### src/rtl/teclado_pkg.sv
// Shared definitions for the 4x4 key-matrix scanner: matrix geometry, key indices,
// scan FSM encoding and a small bit-count helper.
package teclado_pkg;

   localparam int N_LINHAS  = 4;
   localparam int N_COLUNAS = 4;
   localparam int N_TECLAS  = N_LINHAS * N_COLUNAS;
   localparam int N_NOTAS   = 13;

   localparam int KEY_LEFT  = 13;
   localparam int KEY_RIGHT = 14;
   localparam int KEY_ENTER = 15;

   typedef enum logic [1:0] {
      INICIO  = 2'd0,
      VARRE   = 2'd1,
      PUBLICA = 2'd2
   } estado_t;

   function automatic logic [3:0] conta_bits(input logic [N_NOTAS-1:0] v);
      logic [3:0] n;
      n = '0;
      for (int i = 0; i < N_NOTAS; i++) begin
         n = n + 4'(v[i]);
      end
      return n;
   endfunction

endpackage

### src/rtl/sincronizador_2ff.sv
// Two-flop synchronizer for asynchronous inputs; flops reset to RESET_VAL so an
// idle (pulled-up) input reads as released right after reset.
import teclado_pkg::*;

module sincronizador_2ff #(
   parameter int              SIZE      = 4,
   parameter logic [SIZE-1:0] RESET_VAL = '1
) (
   input  logic            i_clock,
   input  logic            i_reset,
   input  logic [SIZE-1:0] i_async,
   output logic [SIZE-1:0] o_sync
);

   logic [SIZE-1:0] r_meta;
   logic [SIZE-1:0] r_sync;

   always_ff @(posedge i_clock) begin
      if (i_reset) begin
         r_meta <= RESET_VAL;
         r_sync <= RESET_VAL;
      end else begin
         r_meta <= i_async;
         r_sync <= r_meta;
      end
   end

   assign o_sync = r_sync;

endmodule

### src/rtl/varredor_teclado.sv
// 4x4 key-matrix scanner: drives one column at a time, samples the synchronized rows
// into a shadow snapshot and publishes the whole frame at once on registered outputs.
//
// state   | meaning
// INICIO  | one idle cycle after reset, all columns released
// VARRE   | column r_coluna driven low for DWELL_CYCLES cycles, rows sampled once
// PUBLICA | one cycle, columns released, snapshot visible with o_varredura_fim=1
import teclado_pkg::*;

module varredor_teclado #(
   parameter int DWELL_CYCLES  = 50_000,
   parameter int SETTLE_CYCLES = 32
) (
   input  logic          i_clock,
   input  logic          i_reset,
   input  logic [3:0]    i_linhas,
   output logic [3:0]    o_colunas,
   output logic [12:0]   o_botoes,
   output logic          o_left_arrow_pressed,
   output logic          o_right_arrow_pressed,
   output logic          o_enter_pressed,
   output logic          o_multi_nota,
   output logic          o_varredura_fim,
   output logic [1:0]    o_db_coluna
);

   localparam int              DW         = (DWELL_CYCLES > 1) ? $clog2(DWELL_CYCLES) : 1;
   localparam logic [DW-1:0]   DWELL_LAST = DW'(DWELL_CYCLES - 1);
   localparam logic [DW-1:0]   SETTLE_IDX = DW'(SETTLE_CYCLES - 1);

   if (SETTLE_CYCLES < 3 || SETTLE_CYCLES > DWELL_CYCLES - 1) begin : g_settle_invalido
      $error("SETTLE_CYCLES must lie in 3..DWELL_CYCLES-1");
   end

   estado_t             r_estado;
   estado_t             w_prox_estado;
   logic [DW-1:0]       r_dwell;
   logic [DW-1:0]       w_prox_dwell;
   logic [1:0]          r_coluna;
   logic [1:0]          w_prox_coluna;
   logic [3:0]          r_colunas;
   logic [3:0]          w_prox_colunas;
   logic                w_fim_dwell;
   logic                w_amostra;
   logic                w_publica;
   logic [3:0]          w_linhas_sync;
   logic [N_TECLAS-1:0] r_shadow;

   logic [N_NOTAS-1:0]  r_botoes;
   logic                r_left;
   logic                r_right;
   logic                r_enter;
   logic                r_multi;
   logic                r_fim;

   sincronizador_2ff #(
      .SIZE      (N_LINHAS),
      .RESET_VAL (4'b1111)
   ) u_sync_linhas (
      .i_clock (i_clock),
      .i_reset (i_reset),
      .i_async (i_linhas),
      .o_sync  (w_linhas_sync)
   );

   always_ff @(posedge i_clock) begin
      if (i_reset) begin
         r_estado  <= INICIO;
         r_dwell   <= '0;
         r_coluna  <= 2'd0;
         r_colunas <= 4'b1111;
      end else begin
         r_estado  <= w_prox_estado;
         r_dwell   <= w_prox_dwell;
         r_coluna  <= w_prox_coluna;
         r_colunas <= w_prox_colunas;
      end
   end

   // Column drive is registered from the next-state values so the matrix lines
   // never see decode glitches while still following the state cycle-for-cycle.
   always_comb begin
      w_prox_estado  = r_estado;
      w_prox_dwell   = '0;
      w_prox_coluna  = 2'd0;
      w_fim_dwell    = (r_dwell == DWELL_LAST);
      w_amostra      = 1'b0;
      w_publica      = 1'b0;
      case (r_estado)
         INICIO: begin
            w_prox_estado = VARRE;
         end
         VARRE: begin
            w_amostra     = (r_dwell == SETTLE_IDX);
            w_prox_coluna = r_coluna;
            if (w_fim_dwell) begin
               if (r_coluna == 2'd3) begin
                  w_prox_estado = PUBLICA;
                  w_publica     = 1'b1;
               end else begin
                  w_prox_coluna = r_coluna + 2'd1;
               end
            end else begin
               w_prox_dwell = r_dwell + DW'(1);
            end
         end
         PUBLICA: begin
            w_prox_estado = VARRE;
         end
         default: begin
            w_prox_estado = INICIO;
         end
      endcase
      w_prox_colunas = (w_prox_estado == VARRE) ? ~(4'b0001 << w_prox_coluna) : 4'b1111;
   end

   always_ff @(posedge i_clock) begin
      if (i_reset) begin
         r_shadow <= '0;
      end else if (w_amostra) begin
         r_shadow[{r_coluna, 2'b00} +: N_LINHAS] <= ~w_linhas_sync;
      end
   end

   // The last column is sampled well before the dwell ends, so the snapshot is
   // complete on the edge entering PUBLICA and appears together with the pulse.
   always_ff @(posedge i_clock) begin
      if (i_reset) begin
         r_botoes <= '0;
         r_left   <= 1'b0;
         r_right  <= 1'b0;
         r_enter  <= 1'b0;
         r_multi  <= 1'b0;
         r_fim    <= 1'b0;
      end else begin
         r_fim <= w_publica;
         if (w_publica) begin
            r_botoes <= r_shadow[N_NOTAS-1:0];
            r_left   <= r_shadow[KEY_LEFT];
            r_right  <= r_shadow[KEY_RIGHT];
            r_enter  <= r_shadow[KEY_ENTER];
            r_multi  <= (conta_bits(r_shadow[N_NOTAS-1:0]) > 4'd1);
         end
      end
   end

   assign o_colunas             = r_colunas;
   assign o_botoes              = r_botoes;
   assign o_left_arrow_pressed  = r_left;
   assign o_right_arrow_pressed = r_right;
   assign o_enter_pressed       = r_enter;
   assign o_multi_nota          = r_multi;
   assign o_varredura_fim       = r_fim;
   assign o_db_coluna           = r_coluna;

endmodule

### config.mk
export PLATFORM = sky130hd
export DESIGN_NAME = varredor_teclado
export DESIGN_NICKNAME = d
export VERILOG_FILES = /design/src/rtl/teclado_pkg.sv /design/src/rtl/sincronizador_2ff.sv /design/src/rtl/varredor_teclado.sv
export SDC_FILE = /design/constraint.sdc
export NUM_CORES = 1
export LEC_CHECK = 0
export ABC_AREA = 0
export CAP_MARGIN = 20
export CORE_MARGIN = 4
export CORE_UTILIZATION = 55
export DETAILED_ROUTE_END_ITERATION = 10
export PLACE_DENSITY = 0.77
export SLEW_MARGIN = 5
export SYNTH_ARGS = -nofsm -noshare
export SYNTH_HDL_FRONTEND = slang
export SYNTH_SLANG_ARGS = --single-unit
### constraint.sdc
create_clock -name i_clock -period 4.9 [get_ports i_clock]
set_input_delay 1.47 -clock i_clock [delete_from_list [all_inputs] [get_ports i_clock]]
set_output_delay 1.47 -clock i_clock [all_outputs]
set_load 0.05 [all_outputs]
==> run metrics, run 1 <==
synthesized area=3060 sq um; area share of the largest cell type after synthesis=43.2%; crit start category=flop; CP startpoint=r_shadow[0]; CTS buffer count=9; final count of hold timing violations=0; CTS Hold Bufs=0; layout cells sized above 1=9.09%; initial DRC count=136; synthesized area per cell=9.21 sq um; DRC=0; worst relative slew slack=42.5%; Power Internal=0.796 mW; cell count after synthesis=332; WS Path Type=flop to flop; wire per inst=14.5 um; CTS resizes=0; Most common cell on crit path=fa_1; Die Y=82.6 um; Die ar.=6820 sq um; outcome=complete, no violations; Nets=384; Hold Crit Class=flop to flop; Worst path slowest cell=fa_1; NetSw=0.216 mW; RSZ-0062 raised after global routing=no; area leader, netlist=dfxtp_1; first-pass GRT wire length=10600 um; wire length on met1=2940 um; Crit Reg-Reg Endpoint=o_multi_nota; Sink Count=66; IO Pins=30; antenna viol nets, final=0; largest net degree at the start of global routing=30; WL met3=291 um; top cells by area, synth=dfxtp_1, mux2i_1, fa_1; via count=2396; # Post-CTS Setup Buffers=0; final slew viol count=0; worst r2r path cells=11; Synth Flop Type=dfxtp_1; worst-skew pair later-pin latency=0.34 ns; Flop pwr share=53.7%; Post-synth top cells=dfxtp_1, nand2_1, nand4_1, nor2_1; CTS tree=done; syn nets=357; clock power share=43.9%; Max Used Layer=met4; final instance area=3590 sq um; Met2 Wirelength=2950 um; Initial Utilization=58.4%; GR Overflow Total=0; Crit Path Max Fanout=3; clk buf depth=2; worst path cell trace=inv_1 -> fa_1 -> fa_1 -> fa_1 -> fa_1 -> inv_1 -> fa_1 -> fa_1 -> nor2_1 -> a211o_1 -> a21oi_1; setup TNS=0 ns; # port buffers=29; PwrDens=282 nW/um^2; r2r setup slk=1.08 ns; Worst-Margin Slew=0.863 ns; CTS clk-pin slew, worst paths=0.07 ns; power share of the combinational group=2.4%; final worst-path cycle share=78.1%; drt first pass iters=4; Cell variety after synth=39; # diodes=0; Seq/Total Area, Yosys=43.2%; Switching Share=21.3%; Die Wd=82.6 um; R2R Path Start=r_shadow[0]; CP max stage delay=0.53 ns; Clock Skew=0.00505 ns; Worst Setup End Kind=flop; Worst Path Arrival=4.10 ns; Core Area=5240 sq um; vias in the first global route=2344; Pleak=1.32 nW; DP HPWL=4270 um; Root Buffer=clkbuf_8; GRT Total Usage=20.4%; VDD IR-drop max=0.000254 V; placed cell areas=3400 sq um; Max H-tree Level=3; Worst EP required=5.17 ns; initial antenna violation count=0; Worst Setup EP=o_multi_nota; vias per cell=5.53; Setup-failing EPs final=0; yosys warns=0; Tmin final=3.82 ns; routability cong.=0.802; # rows=26; total routed wirelength=6270 um; number of synthesized flops with an enable pin=0; P&R area growth vs syn=17.4%; Synth Register Bits=66; hold path cells=1; fmax=261 MHz; asr flop ratio synth=0%; Max Cap Viol=0; top-count cell post-synth=dfxtp_1
==> worst min path at each step <==
stage	to	startpoint
after global placement	u_sync_linhas.o_sync[3]	u_sync_linhas.r_meta[3]
final	u_sync_linhas.o_sync[1]	u_sync_linhas.r_meta[1]
after floorplan	u_sync_linhas.o_sync[0]	u_sync_linhas.r_meta[0]
after detailed placement	u_sync_linhas.o_sync[0]	u_sync_linhas.r_meta[0]
after CTS	u_sync_linhas.o_sync[0]	u_sync_linhas.r_meta[0]
after global routing	u_sync_linhas.o_sync[0]	u_sync_linhas.r_meta[0]
==> routing by layer <==
metal	track usage, %	vias up
met5	0	-
met4	6.05	0
met3	7.59	8
met2	32.0	48
met1	26.3	1145
li1	-	1195
==> flip-flops by register name (all words and copies together), names as in the netlist <==
signal,cells
o_botoes,13
o_colunas,4
o_db_coluna,2
o_enter_pressed,1
o_left_arrow_pressed,1
o_multi_nota,1
o_right_arrow_pressed,1
o_varredura_fim,1
r_dwell,16
r_estado,2
r_shadow,16
u_sync_linhas.o_sync,4
u_sync_linhas.r_meta,4
==> layout by cell type, fill, tap and decap left out, types with 4 or more instances in the layout <==
cell type and count:
nand2b_1 18, xnor2_1 5, nand2_1 23, nand3_1 13, o21ai_0 20, or2_2 9, nand4_1 21, nor3_1 6
a21oi_1 20, inv_1 18, clkdlybuf4s50_1 29, fa_1 8, clkbuf_8 10, or3_1 4, dfxtp_1 66, mux2i_1 17
nor2_1 21, xor2_1 6, ha_1 11
==> power groups by stage <==
stage,Clock (mW),Sequential [mW],Combinational (mW)
2_1_floorplan,0,0.556,0.0151
3_3_place_gp,0,0.555,0.0244
3_5_place_dp,0,0.555,0.0245
4_1_cts,0.453,0.543,0.0248
5_1_grt,0.480,0.543,0.0266
6_report,0.444,0.543,0.0246
==> critical path, delay by kind of cell (launching register included) <==
kind	cells	cell delay, ns
adder cells (fa/ha/maj)	6	2.83
AO/OA/AOI/OAI	2	0.42
flip-flops	1	0.35
buffers and inverters	2	0.11
AND/OR/NAND/NOR	1	0.05
==> cell families (layout without fill, tap and decap cells) <==
family	count (synthesis)	count (layout)	synth area share (%)
compound gates	45	45	7.81
xor+xnor	11	11	3.15
fa+ha+maj	19	19	9.73
buf+inv	34	65	4.38
flops	66	66	43.2
mux	18	18	5.93
simple gates	139	139	25.8
==> cell type report <==
cell class / count / area, sq um
clock buffer: 10 / 138
clock inverter: 5 / 55.1
fill: 417 / 1650
inverter: 18 / 67.6
multi-input combinational: 232 / 1610
sequential: 66 / 1320
tap: 70 / 87.6
timing repair buffer: 32 / 313
==> per-stage QoR <==
stage | utilization [%] | setup slack, ns | cells | hold WS [ns] | power (mW)
2_1_floorplan | - | 1.20 | 332 | 0.389 | 0.571
3_3_place_gp | 64.9 | 1.13 | 418 | 0.391 | 0.579
3_5_place_dp | 64.9 | 1.06 | 418 | 0.394 | 0.580
4_1_cts | 68.6 | 1.04 | 433 | 0.411 | 1.02
5_1_grt | 68.6 | 0.859 | 433 | 0.424 | 1.05
6_report | 68.6 | 1.08 | 433 | 0.409 | 1.01
Power figures use the tool's default switching activity.
==> run 2, diff against run 1 <==
clock period = 3.7 ns   (was 4.9 ns; I/O delays follow)
==> run metrics, run 2 (synthesis results as in run 1) <==
DP HPWL=4450 um; largest net degree at the start of global routing=29; CTS Hold Bufs=0; CTS clk-pin slew, worst paths=0.07 ns; vias per cell=5.54; Crit path max-delay family=adder cells; Setup-failing EPs final=1; Non-Filler Instances=441; CTS buffer count=9; Setup WS post-layout=-0.0914 ns; Worst-Margin Slew=0.873 ns; Core Util, Final=70.9%; outcome=complete, but fails checks; GR Overflow Total=0; Core Area=5240 sq um; # rows=26; Nets=391; fmax=264 MHz; Clock Skew=0.00793 ns; final slew viol count=0; Die ar.=6820 sq um; Max H-tree Level=3; most common cell after layout, fill and taps aside=dfxtp_1; clk buf depth=2; Die Y=82.6 um; worst-skew pair later-pin latency=0.34 ns; # port buffers=29; Reg area=1330 sq um; Max Cap Viol=0; total routed wirelength=6600 um; CP max stage delay=0.53 ns; Most common cell on crit path=fa_1; DRC=0; Multi-input gate area=1620 sq um; leading cell types in the layout, fill and taps excluded=dfxtp_1, clkdlybuf4s50_1, nand2_1; RSZ-0062 raised after global routing=yes; Tmin final=3.79 ns; antenna viol nets, final=0; WS Path Type=flop to flop; failing checks=negative setup slack; # diodes=0; Tot Pwr=1.50 mW; NetSw=0.289 mW; CP bufs+invs=2; CTS tree=done; GRT Total Usage=21.9%; Sink Count=66; crit start category=flop; worst path cell trace=inv_2 -> fa_1 -> fa_1 -> fa_1 -> fa_1 -> inv_1 -> fa_2 -> fa_1 -> nand3b_1 -> o22ai_1 -> a211o_1 -> a21oi_2; Crit Path Max Fanout=2; Worst Path Arrival=4.07 ns; Die Wd=82.6 um; Switching Share=19.3%; drt first pass iters=4; final worst-path cycle share=102%; initial antenna violation count=0; IO Pins=30; Pleak=1.39 nW; layout cells sized above 1=12.9%; via count=2441; first-pass GRT wire length=11200 um; power share of the combinational group=2.2%; wire per inst=15.0 um; Filler cells=430; Hold Crit Class=flop to flop; vias in the first global route=2354; Initial Utilization=58.4%; worst relative slew slack=41.7%; Power Internal=1.21 mW; setup TNS=-0.0914 ns; Worst EP required=3.98 ns; Post-Place Worst Slack=-0.167 ns; initial DRC count=106; routability cong.=0.813; VDD IR-drop max=0.000250 V; Worst Setup End Kind=flop; final count of hold timing violations=0; Worst path slowest cell=fa_1; Root Buffer=clkbuf_8; P&R area growth vs syn=21.3%; clock power share=50.0%; PwrDens=405 nW/um^2; Cells after DPL=425; Flop pwr share=47.8%
[run 2: changes by cell type in the layout (fill, tap and decap cells not counted), sizes merged]
cell	change
buf	+7
clkbuf	+1
clkinvlp	-2
bufinv	+2
[run 2: per-stage QoR]
step / cell area (sq um) / hold slack [ns]
6_report: 3710 / 0.413
5_1_grt: 3710 / 0.439
4_1_cts: 3710 / 0.411
3_5_place_dp: 3450 / 0.396
3_3_place_gp: 3450 / 0.391
2_1_floorplan: 3060 / 0.389
[run 2: worst paths after layout]
kind | from | endpoint | slack (ns) | depth (start not counted)
hold reg to reg | u_sync_linhas.r_meta[2] | u_sync_linhas.o_sync[2] | 0.41 | 1
hold / removal | u_sync_linhas.r_meta[2] | u_sync_linhas.o_sync[2] | 0.41 | 1
setup / recovery | r_shadow[9] | o_multi_nota | -0.09 | 12
setup reg to reg | r_shadow[9] | o_multi_nota | -0.09 | 12
[run 2: power groups by stage]
stage          logic [mW]  registers, mW  clock network, mW
2_1_floorplan      0.0199          0.737                  0
3_3_place_gp       0.0331          0.735                  0
3_5_place_dp       0.0333          0.735                  0
4_1_cts            0.0335          0.719              0.757
5_1_grt            0.0363          0.719              0.791
6_report           0.0330          0.719              0.751
[run 2: what timing repair did]
item	CTS	global route
gates resized for setup	7	0
setup endpoints to repair	1	1
pin swaps	3	0
hold endpoints to repair	0	0
setup buffers	0	0
[run 2: area by class of cell]
| class | instances | share of cell area, % |
|---|---|---|
| clock inverter | 5 | 2.70 |
| multi-input combinational | 232 | 43.5 |
| tap | 70 | 2.36 |
| sequential | 66 | 35.7 |
| clock buffer | 11 | 4.08 |
| timing repair buffer | 39 | 9.84 |
| inverter | 18 | 1.82 |
[run 2: layer usage]
| metal | track usage [%] | share of wire (%) | vias to the layer above |
|---|---|---|---|
| met5 | 0 | 0 | - |
| met2 | 33.4 | 47 | 64 |
| met3 | 4.77 | 5.1 | 15 |
| met4 | 12.4 | 2.4 | 0 |
| li1 | - | - | 1207 |
| met1 | 28.7 | 45 | 1155 |
==> run 3, diff against run 2 <==
ABC_AREA = default   (was 0)
clock period = 3.88 ns   (was 3.7 ns; I/O delays follow)
==> run metrics, run 3 (synthesis results as in run 1) <==
Max H-tree Level=3; IO Pins=30; outcome=complete, no violations; NetSw=0.294 mW; vias in the first global route=2290; Tmin final=3.78 ns; Hold Crit Class=flop to flop; drt first pass iters=4; WS Path Type=flop to flop; vias per cell=5.43; Die Y=82.6 um; largest net degree at the start of global routing=30; antenna viol nets, final=0; # port buffers=29; Worst Setup End Kind=flop; Worst Path Arrival=4.08 ns; leading cell types in the layout, fill and taps excluded=dfxtp_1, clkdlybuf4s50_1, nand2_1; GRT Total Usage=21.4%; worst-skew pair later-pin latency=0.35 ns; # diodes=0; DRC=0; via count=2362; crit start category=flop; clock power share=45.1%; Clock Skew=0.0114 ns; initial antenna violation count=0; RSZ-0062 raised after global routing=yes; final count of hold timing violations=0; Core Area=5240 sq um; CTS clk-pin slew, worst paths=0.08 ns; Worst-Margin Slew=0.909 ns; Die ar.=6820 sq um; placed cell areas=3410 sq um; Nets=385; Filler cells=412; Cells after DPL=419; Hold Worst Slack=0.411 ns; Pleak=1.33 nW; CTS tree=done; clk buf depth=2; GR Overflow Total=0; final slew viol count=0; fmax=264 MHz; CTS buffer count=9; Crit Path Max Fanout=3; setup TNS=0 ns; wire per inst=14.6 um; power share of the combinational group=2.4%; Root Buffer=clkbuf_8; VDD IR-drop max=0.000207 V; DP HPWL=4300 um; total routed wirelength=6350 um; first-pass GRT wire length=10800 um; Setup-failing EPs final=0; initial DRC count=121; routability cong.=0.807; Sink Count=66; Initial Utilization=58.4%; worst relative slew slack=39.1%; layout cells sized above 1=12.3%; PwrDens=360 nW/um^2; Die Wd=82.6 um; P&R area growth vs syn=18.5%; CTS Hold Bufs=0; most common cell after layout, fill and taps aside=dfxtp_1; Non-Filler Instances=435; Power Internal=1.01 mW; final instance area=3620 sq um; Tot Pwr=1.31 mW; Worst EP required=4.17 ns; Max Cap Viol=0; Flop pwr share=52.5%; # rows=26; Switching Share=22.5%; final worst-path cycle share=97.5%
## run 3: cell count changes in the layout (fill, tap and decap cells not counted), sizes merged
cell      previous run  this run
bufinv               3         1
buf                 10         4
clkinvlp             0         1
inv                 18        19
clkbuf              11        10
clkinv               2         3
## run 3: final timing paths
path / start / endpoint / slack (ns) / cells after the start
setup / recovery: r_shadow[3] / o_multi_nota / 0.1 / 11
hold / removal: u_sync_linhas.r_meta[2] / u_sync_linhas.o_sync[2] / 0.41 / 1
setup reg to reg: r_shadow[3] / o_multi_nota / 0.1 / 11
hold reg to reg: u_sync_linhas.r_meta[2] / u_sync_linhas.o_sync[2] / 0.41 / 1
## run 3: power by group through the flow
stage          sequential, mW  clock (mW)  combinational, mW
6_report                0.685       0.589             0.0318
5_1_grt                 0.686       0.633             0.0346
4_1_cts                 0.685       0.605             0.0321
3_5_place_dp            0.701           0             0.0322
3_3_place_gp            0.701           0             0.0316
2_1_floorplan           0.702           0             0.0190
## run 3: through the flow
stage / util, % / worst slack [ns]
floorplan: - / 0.184
global placement: 65.0 / 0.104
detailed placement: 65.0 / 0.0117
CTS: 68.9 / 0.0295
global route: 69.2 / -0.0181
finish: 69.2 / 0.0956
## run 3: per-layer routing
layer	GRT usage, %	wire, um	share of wire [%]	vias up
li1	-	-	-	1197
met1	27.7	3090	49	1118
met2	32.9	2920	46	37
met3	6.62	232	3.7	10
met4	8.82	104	1.6	0
met5	0	0	0	-
## run 3: layout make-up
type	instances	area [sq um]	share of cell area (%)
inverter	18	67.6	1.86
clock buffer	10	138	3.80
clock inverter	6	65.1	1.79
tap	70	87.6	2.42
sequential	66	1330	36.7
timing repair buffer	33	320	8.84
multi-input combinational	232	1620	44.6
## run 3: worst max-delay path, stage by stage, from the launching register on
cell     delay, ns
dfxtp_2       0.35
inv_1         0.06
fa_1          0.56
fa_1          0.43
fa_1          0.46
fa_1          0.49
inv_1         0.05
fa_2          0.35
fa_2          0.53
nor2_1        0.04
a211o_1       0.29
a21oi_2       0.12
## run 3: what timing repair did
action / in CTS / in global routing
endpoints found under the setup margin: 1 / 1
buffers inserted: 0 / 0
resized for setup: 1 / 9
pin swaps: 0 / 4
